## src/rtl/mem_stage.sv

```systemverilog
// Memory stage: pass-through for ALU ops, single-outstanding load/store over a req/gnt/rvalid bus.
// Latency 1 cycle for non-memory ops; memory ops stall upstream until completion, misalign or timeout.
module mem_stage #(
  parameter int DMEM_TIMEOUT = 16
) (
  input  logic        clk,
  input  logic        rstl,
  input  logic [10:0] opcode_exe_2_mem_i,
  input  logic [4:0]  rd_exe_2_mem_i,
  input  logic [31:0] rd_data_exe_2_mem_i,
  input  logic [31:0] mem_data_i,
  input  logic        load_valid_i,
  input  logic        store_valid_i,
  input  logic [31:0] current_pc_mem_i,
  output logic        dmem_req_o,
  output logic        dmem_we_o,
  output logic [31:0] dmem_addr_o,
  output logic [3:0]  dmem_be_o,
  output logic [31:0] dmem_wdata_o,
  input  logic        dmem_gnt_i,
  input  logic        dmem_rvalid_i,
  input  logic [31:0] dmem_rdata_i,
  output logic [4:0]  rd_mem_2_wb_o,
  output logic [31:0] rd_data_mem_2_wb_o,
  output logic        wb_en_o,
  output logic [31:0] current_pc_mem_o,
  output logic        stall_o,
  output logic        misalign_o,
  output logic        bus_err_o
);

  localparam int CW = $clog2(DMEM_TIMEOUT + 1);
  localparam logic [CW-1:0] CNT_LAST = CW'(DMEM_TIMEOUT - 1);
  localparam logic [6:0] OP_BRANCH = 7'b1100011;
  localparam logic [6:0] OP_STORE  = 7'b0100011;

  typedef enum logic [1:0] {IDLE, REQ, WAIT} state_t;

  state_t        state;
  logic [CW-1:0] cnt;
  logic [2:0]    funct3_q;
  logic [1:0]    addr_lo_q;
  logic [4:0]    rd_q;
  logic [31:0]   pc_q;

  logic [2:0]  funct3;
  logic [1:0]  addr_lo;
  logic        mem_op;
  logic        misaligned;
  logic        pass_wb;
  logic [3:0]  be;
  logic [31:0] wdata;
  logic        load_done;
  logic        store_done;
  logic        expired;
  logic        unused;

  assign funct3  = opcode_exe_2_mem_i[9:7];
  assign addr_lo = rd_data_exe_2_mem_i[1:0];
  assign mem_op  = load_valid_i | store_valid_i;
  assign pass_wb = (opcode_exe_2_mem_i[6:0] != OP_BRANCH) &&
                   (opcode_exe_2_mem_i[6:0] != OP_STORE) && (rd_exe_2_mem_i != 5'd0);
  assign unused  = opcode_exe_2_mem_i[10];

  // funct3[1:0] encodes the access size for both loads and stores
  always_comb begin
    misaligned = 1'b0;
    be         = 4'b1111;
    wdata      = mem_data_i;
    case (funct3[1:0])
      2'b00: begin
        be    = 4'b0001 << addr_lo;
        wdata = {4{mem_data_i[7:0]}};
      end
      2'b01: begin
        misaligned = addr_lo[0];
        be         = 4'b0011 << addr_lo;
        wdata      = {2{mem_data_i[15:0]}};
      end
      default: misaligned = (addr_lo != 2'b00);
    endcase
  end

  function automatic logic [31:0] extract(input logic [2:0] f3, input logic [1:0] lo,
                                          input logic [31:0] w);
    logic [31:0] sh;
    logic [31:0] res;
    sh = w >> {lo, 3'b000};
    case (f3)
      3'b000:  res = {{24{sh[7]}}, sh[7:0]};
      3'b001:  res = {{16{sh[15]}}, sh[15:0]};
      3'b100:  res = {24'd0, sh[7:0]};
      3'b101:  res = {16'd0, sh[15:0]};
      default: res = w;
    endcase
    return res;
  endfunction

  assign dmem_req_o = (state == REQ);
  assign stall_o    = (state != IDLE);

  // gnt and rvalid together in REQ completes a load without visiting WAIT
  assign load_done  = ((state == REQ) && dmem_gnt_i && !dmem_we_o && dmem_rvalid_i) ||
                      ((state == WAIT) && dmem_rvalid_i);
  assign store_done = (state == REQ) && dmem_gnt_i && dmem_we_o;
  assign expired    = (cnt == CNT_LAST);

  always_ff @(posedge clk or negedge rstl) begin
    if (!rstl) begin
      state              <= IDLE;
      cnt                <= '0;
      funct3_q           <= '0;
      addr_lo_q          <= '0;
      rd_q               <= '0;
      pc_q               <= '0;
      dmem_we_o          <= 1'b0;
      dmem_addr_o        <= '0;
      dmem_be_o          <= '0;
      dmem_wdata_o       <= '0;
      rd_mem_2_wb_o      <= '0;
      rd_data_mem_2_wb_o <= '0;
      wb_en_o            <= 1'b0;
      current_pc_mem_o   <= '0;
      misalign_o         <= 1'b0;
      bus_err_o          <= 1'b0;
    end else begin
      misalign_o <= 1'b0;
      bus_err_o  <= 1'b0;
      wb_en_o    <= 1'b0;
      case (state)
        IDLE: begin
          rd_mem_2_wb_o      <= rd_exe_2_mem_i;
          rd_data_mem_2_wb_o <= rd_data_exe_2_mem_i;
          current_pc_mem_o   <= current_pc_mem_i;
          if (mem_op) begin
            if (misaligned) begin
              misalign_o <= 1'b1;
            end else begin
              state        <= REQ;
              cnt          <= '0;
              dmem_we_o    <= store_valid_i;
              dmem_addr_o  <= {rd_data_exe_2_mem_i[31:2], 2'b00};
              dmem_be_o    <= be;
              dmem_wdata_o <= store_valid_i ? wdata : 32'd0;
              funct3_q     <= funct3;
              addr_lo_q    <= addr_lo;
              rd_q         <= rd_exe_2_mem_i;
              pc_q         <= current_pc_mem_i;
            end
          end else begin
            wb_en_o <= pass_wb;
          end
        end
        REQ, WAIT: begin
          if (load_done) begin
            state              <= IDLE;
            cnt                <= '0;
            wb_en_o            <= (rd_q != 5'd0);
            rd_mem_2_wb_o      <= rd_q;
            rd_data_mem_2_wb_o <= extract(funct3_q, addr_lo_q, dmem_rdata_i);
            current_pc_mem_o   <= pc_q;
          end else if (store_done) begin
            state <= IDLE;
            cnt   <= '0;
          end else if (expired) begin
            state     <= IDLE;
            cnt       <= '0;
            bus_err_o <= 1'b1;
          end else begin
            cnt <= cnt + 1'b1;
            if ((state == REQ) && dmem_gnt_i) state <= WAIT;
          end
        end
        default: state <= IDLE;
      endcase
    end
  end

endmodule

```

## config.mk

```make
export PLATFORM = sky130hd
export DESIGN_NAME = mem_stage
export DESIGN_NICKNAME = d
export VERILOG_FILES = /design/src/rtl/mem_stage.sv
export SDC_FILE = /design/constraint.sdc
export NUM_CORES = 1
export LEC_CHECK = 0
export ABC_AREA = 1
export CAP_MARGIN = 20
export CORE_MARGIN = 1.5
export CORE_UTILIZATION = 51
export CTS_CLUSTER_DIAMETER = 80
export DETAILED_ROUTE_END_ITERATION = 7
export HOLD_SLACK_MARGIN = 0.15
export PLACE_DENSITY = 0.87
export SETUP_SLACK_MARGIN = 0.05
export SLEW_MARGIN = 20
export SYNTH_ARGS = -nofsm -noshare
export SYNTH_HDL_FRONTEND = slang
export SYNTH_SLANG_ARGS = --single-unit
export TNS_END_PERCENT = 30
```

## constraint.sdc

```tcl
create_clock -name clk -period 3.6 [get_ports clk]
set_input_delay 0.72 -clock clk [delete_from_list [all_inputs] [get_ports clk]]
set_output_delay 0.72 -clock clk [all_outputs]
set_load 0.005 [all_outputs]
```

==> metrics.log <==
[metrics] footprint of the flip-flops and latches: between 0.004 and 0.005 sq mm
[metrics] TNS Setup: 0 ns
[metrics] Reg power frac: 0.321
[metrics] arrival time worst endpoint: 3.01 ns
[metrics] final standard cell utilization of the core: 0.709
[metrics] DP Area: between 0.01 and 0.015 sq mm
[metrics] total internal power: approximately 7.1 mW
[metrics] Top-Level Pins: between 200 and 300
[metrics] filler cell count in the final layout: roughly 1400
[metrics] # Max-Cap Violations: 0
[metrics] power share of the combinational group: 0.527
[metrics] Leakage Power: roughly 6 nW
[metrics] H-tree levels: 4
[metrics] kind of critical path: flip-flop to flip-flop
[metrics] worst setup skew after layout: approximately 0.012 ns
[metrics] highest ir drop seen on vdd: between 0.5 and 0.6 mV
[metrics] CTS tree: yes
[metrics] max-slew violation count: 0
[metrics] minimum period implied by the final worst setup slack: between 2 and 3 ns
[metrics] switching power share of the total: 0.418
[metrics] number of placement rows: between 40 and 50
[metrics] Worst Path Required: ~3.9 ns
[metrics] Initial DRC Count: around 640
[metrics] Synth Cell Area: approximately 0.009 sq mm
[metrics] top-area cell type share of the netlist area: 0.508
[metrics] hold slack final: ~0.34 ns
[metrics] number of buffers created by CTS: 17
[metrics] total of cells resized after clock tree synthesis: 0
[metrics] total congestion overflow: 0
[metrics] relative slew slack: 0.371
[metrics] Placement Setup Slack: around 0.88 ns
[metrics] routability-driven placement congestion ratio: 0.878
[metrics] fraction of the yosys area taken by sequential cells: 0.508
[metrics] Tightest Pin Transition: 0.944 ns
[metrics] least setup slack across all paths after layout: approximately 0.9 ns
[metrics] synthesis warning total: 0
[metrics] most area-consuming cells after synthesis: sky130_fd_sc_hd__dfrtp_1, sky130_fd_sc_hd__nand2_1, sky130_fd_sc_hd__inv_1
[metrics] number of antenna violations at the first check in global routing: 0
[metrics] register-to-register setup slack: between 0.8 and 0.9 ns
[metrics] type of element launching the critical path: flip-flop
[metrics] cell taking the most area after synthesis: sky130_fd_sc_hd__dfrtp_1
[metrics] finished layout cell area: about 0.013 sq mm
[metrics] synthesized flop and latch total: ~190
[metrics] floorplan die width: approximately 140 microns
[metrics] Post-Synthesis Cells: approximately 1200
[metrics] type of the worst min-delay path: input port to asynchronous set/reset pin
[metrics] # placed instances: about 1600
[metrics] clock latency on the worst-skew pair: roughly 0.43 ns
[metrics] count of nets after finishing: about 1600
[metrics] Routed Antenna Nets: 0
[metrics] number of hold violations in the final report: 0
[metrics] drt via density: between 5 and 6
[metrics] mean cell area of the mapped netlist: around 8 sq um
[metrics] number of port buffers: 288
[metrics] wire length of the first global-routing pass: 42100 microns
[metrics] HPWL after detailed placement: about 18000 microns
[metrics] drt first pass iters: 7
[metrics] Die Y: between 100 and 150 microns
[metrics] Routed wire per std cell: roughly 16 microns
[metrics] multi-input logic area: ~0.0037 sq mm
[metrics] GRT Util Overall: 0.285
[metrics] overall power of the completed layout: ~12 mW
[metrics] clk slew on worst S/H paths: around 0.07 ns
[metrics] power per cell area: roughly 950 mW/mm^2
[metrics] clock network power share: 0.153
[metrics] routed wire length: about 27000 microns
[metrics] layout cells sized above 1: 0.0658
[metrics] hold buffers post-CTS: 0
[metrics] unrepaired setup endpoints after global routing: no
[metrics] post-CTS setup buffers: 0
[metrics] Core Footprint: about 0.018 sq mm
[metrics] peak fanout along the critical path: 39
[metrics] layout-stage area growth over the synthesis result: 37.0%
[metrics] largest net degree at the start of global routing: around 170
[metrics] switching power total: 5.06 mW
[metrics] non-filler cells, final: 1643
[metrics] critical path endpoint category: flip-flop
[metrics] Die Outline Area: about 0.019 sq mm
[metrics] via count of the first global-routing pass: approximately 8500
[metrics] buffer levels on the longest clock path: 2
[metrics] outcome: completed
[metrics] final period utilization: 0.751
[metrics] root cell of the clock tree: sky130_fd_sc_hd__clkbuf_16
[metrics] clock sink total: around 190
[metrics] maximum clock rate: 370 MHz
[metrics] number of failing setup endpoints in the final timing report: 0
[metrics] Unique masters post-synth: 37
[metrics] via count: about 8800
[metrics] effective utilization at floorplan: 0.517
[metrics] DRC violations left: 0
## synthesized netlist by cell type (all sizes together)
cell / count
a22oi: 1
dfrtp: 188
nor2: 41
nand3: 42
ha: 5
or2: 1
o21ai: 113
a21boi: 1
o21a: 1
o2111ai: 6
nand4: 8
o211ai: 40
clkbuf: 18
conb: 1
a21oi: 55
nand2: 456
o22ai: 2
inv: 107
nor3: 4
o221ai: 7
a211oi: 1
clkinv: 1
buf: 51
## metal layers
metal	vias to the layer above	part of all wire	wire, microns	track usage
li1	4195	-	-	-
met1	4127	0.39	10300	0.343
met2	383	0.49	13000	0.484
met3	65	0.089	2360	0.0754
met4	0	0.034	916	0.119
met5	-	0	0	0
## layout by cell type, fill, tap and decap left out, types with 13 or more instances in the layout
cell type	n
sky130_fd_sc_hd__nand3_1	39
sky130_fd_sc_hd__inv_1	99
sky130_fd_sc_hd__o21ai_0	55
sky130_fd_sc_hd__o21ai_1	38
sky130_fd_sc_hd__clkdlybuf4s50_1	287
sky130_fd_sc_hd__a21oi_1	55
sky130_fd_sc_hd__dfrtp_1	188
sky130_fd_sc_hd__nor2_1	37
sky130_fd_sc_hd__o21ai_2	20
sky130_fd_sc_hd__o211ai_1	40
sky130_fd_sc_hd__nand2_1	442
sky130_fd_sc_hd__nand2_2	13
sky130_fd_sc_hd__clkbuf_16	17
## path summary, 6_finish.rpt
path	from	end	depth (start not counted)
hold / removal	rstl	dmem_wdata_o[5]$_DFFE_PN0P_	1
setup / recovery	state[0]$_DFFE_PN0P_	rd_mem_2_wb_o[0]$_DFFE_PN0P_	9
min in group clk	current_pc_mem_o[21]$_DFFE_PN0P_	current_pc_mem_o[21]$_DFFE_PN0P_	2
hold reg to reg	current_pc_mem_o[21]$_DFFE_PN0P_	current_pc_mem_o[21]$_DFFE_PN0P_	2
setup reg to reg	state[0]$_DFFE_PN0P_	rd_mem_2_wb_o[0]$_DFFE_PN0P_	9
max in group asynchronous	rstl	pc_q[22]$_DFFE_PN0P_	2
## registers in the layout, indices dropped and copies added (netlist names)
name / flops
bus_err_o: 1
addr_lo_q: 2
rd_mem_2_wb_o: 5
funct3_q: 3
misalign_o: 1
dmem_be_o: 4
wb_en_o: 1
state: 2
rd_data_mem_2_wb_o: 32
current_pc_mem_o: 32
rd_q: 5
dmem_wdata_o: 32
cnt: 5
pc_q: 32
dmem_we_o: 1
dmem_addr_o: 30
## worst max-delay path, cell delays in order (launching register included)
cell                       delay [ns]
sky130_fd_sc_hd__dfrtp_1         0.41
sky130_fd_sc_hd__inv_1           0.08
sky130_fd_sc_hd__ha_1            0.52
sky130_fd_sc_hd__inv_4           0.38
sky130_fd_sc_hd__nand2_1         0.15
sky130_fd_sc_hd__nand2_4         0.38
sky130_fd_sc_hd__inv_2           0.18
sky130_fd_sc_hd__buf_12          0.23
sky130_fd_sc_hd__o211ai_1        0.12
sky130_fd_sc_hd__nand2_1         0.08
## logic make-up after synthesis
logic type,after synthesis,share of synthesized area
compound gates,227,0.148
fa+ha+maj,5,0.00675
buf+inv,177,0.0940
flops,188,0.508
other cells,1,0.000405
simple gates,552,0.243
## layout make-up
class                      instances  area share
inverter                         108      0.0325
antenna                            1    0.000197
tap                              229      0.0226
sequential                       188       0.371
multi-input combinational        786       0.291
clock buffer                      22      0.0366
timing repair buffer             299       0.238
clock inverter                    10     0.00818
## power by group through the flow
stage | combinational, mW | clock [mW] | sequential (mW)
3_5_place_dp | 6.35 | 0 | 3.89
2_1_floorplan | 3.86 | 0 | 3.77
5_1_grt | 7.14 | 1.95 | 4.00
3_3_place_gp | 6.16 | 0 | 3.85
6_report | 6.38 | 1.85 | 3.88
4_1_cts | 6.41 | 1.86 | 3.87
Power figures use the tool's default switching activity.
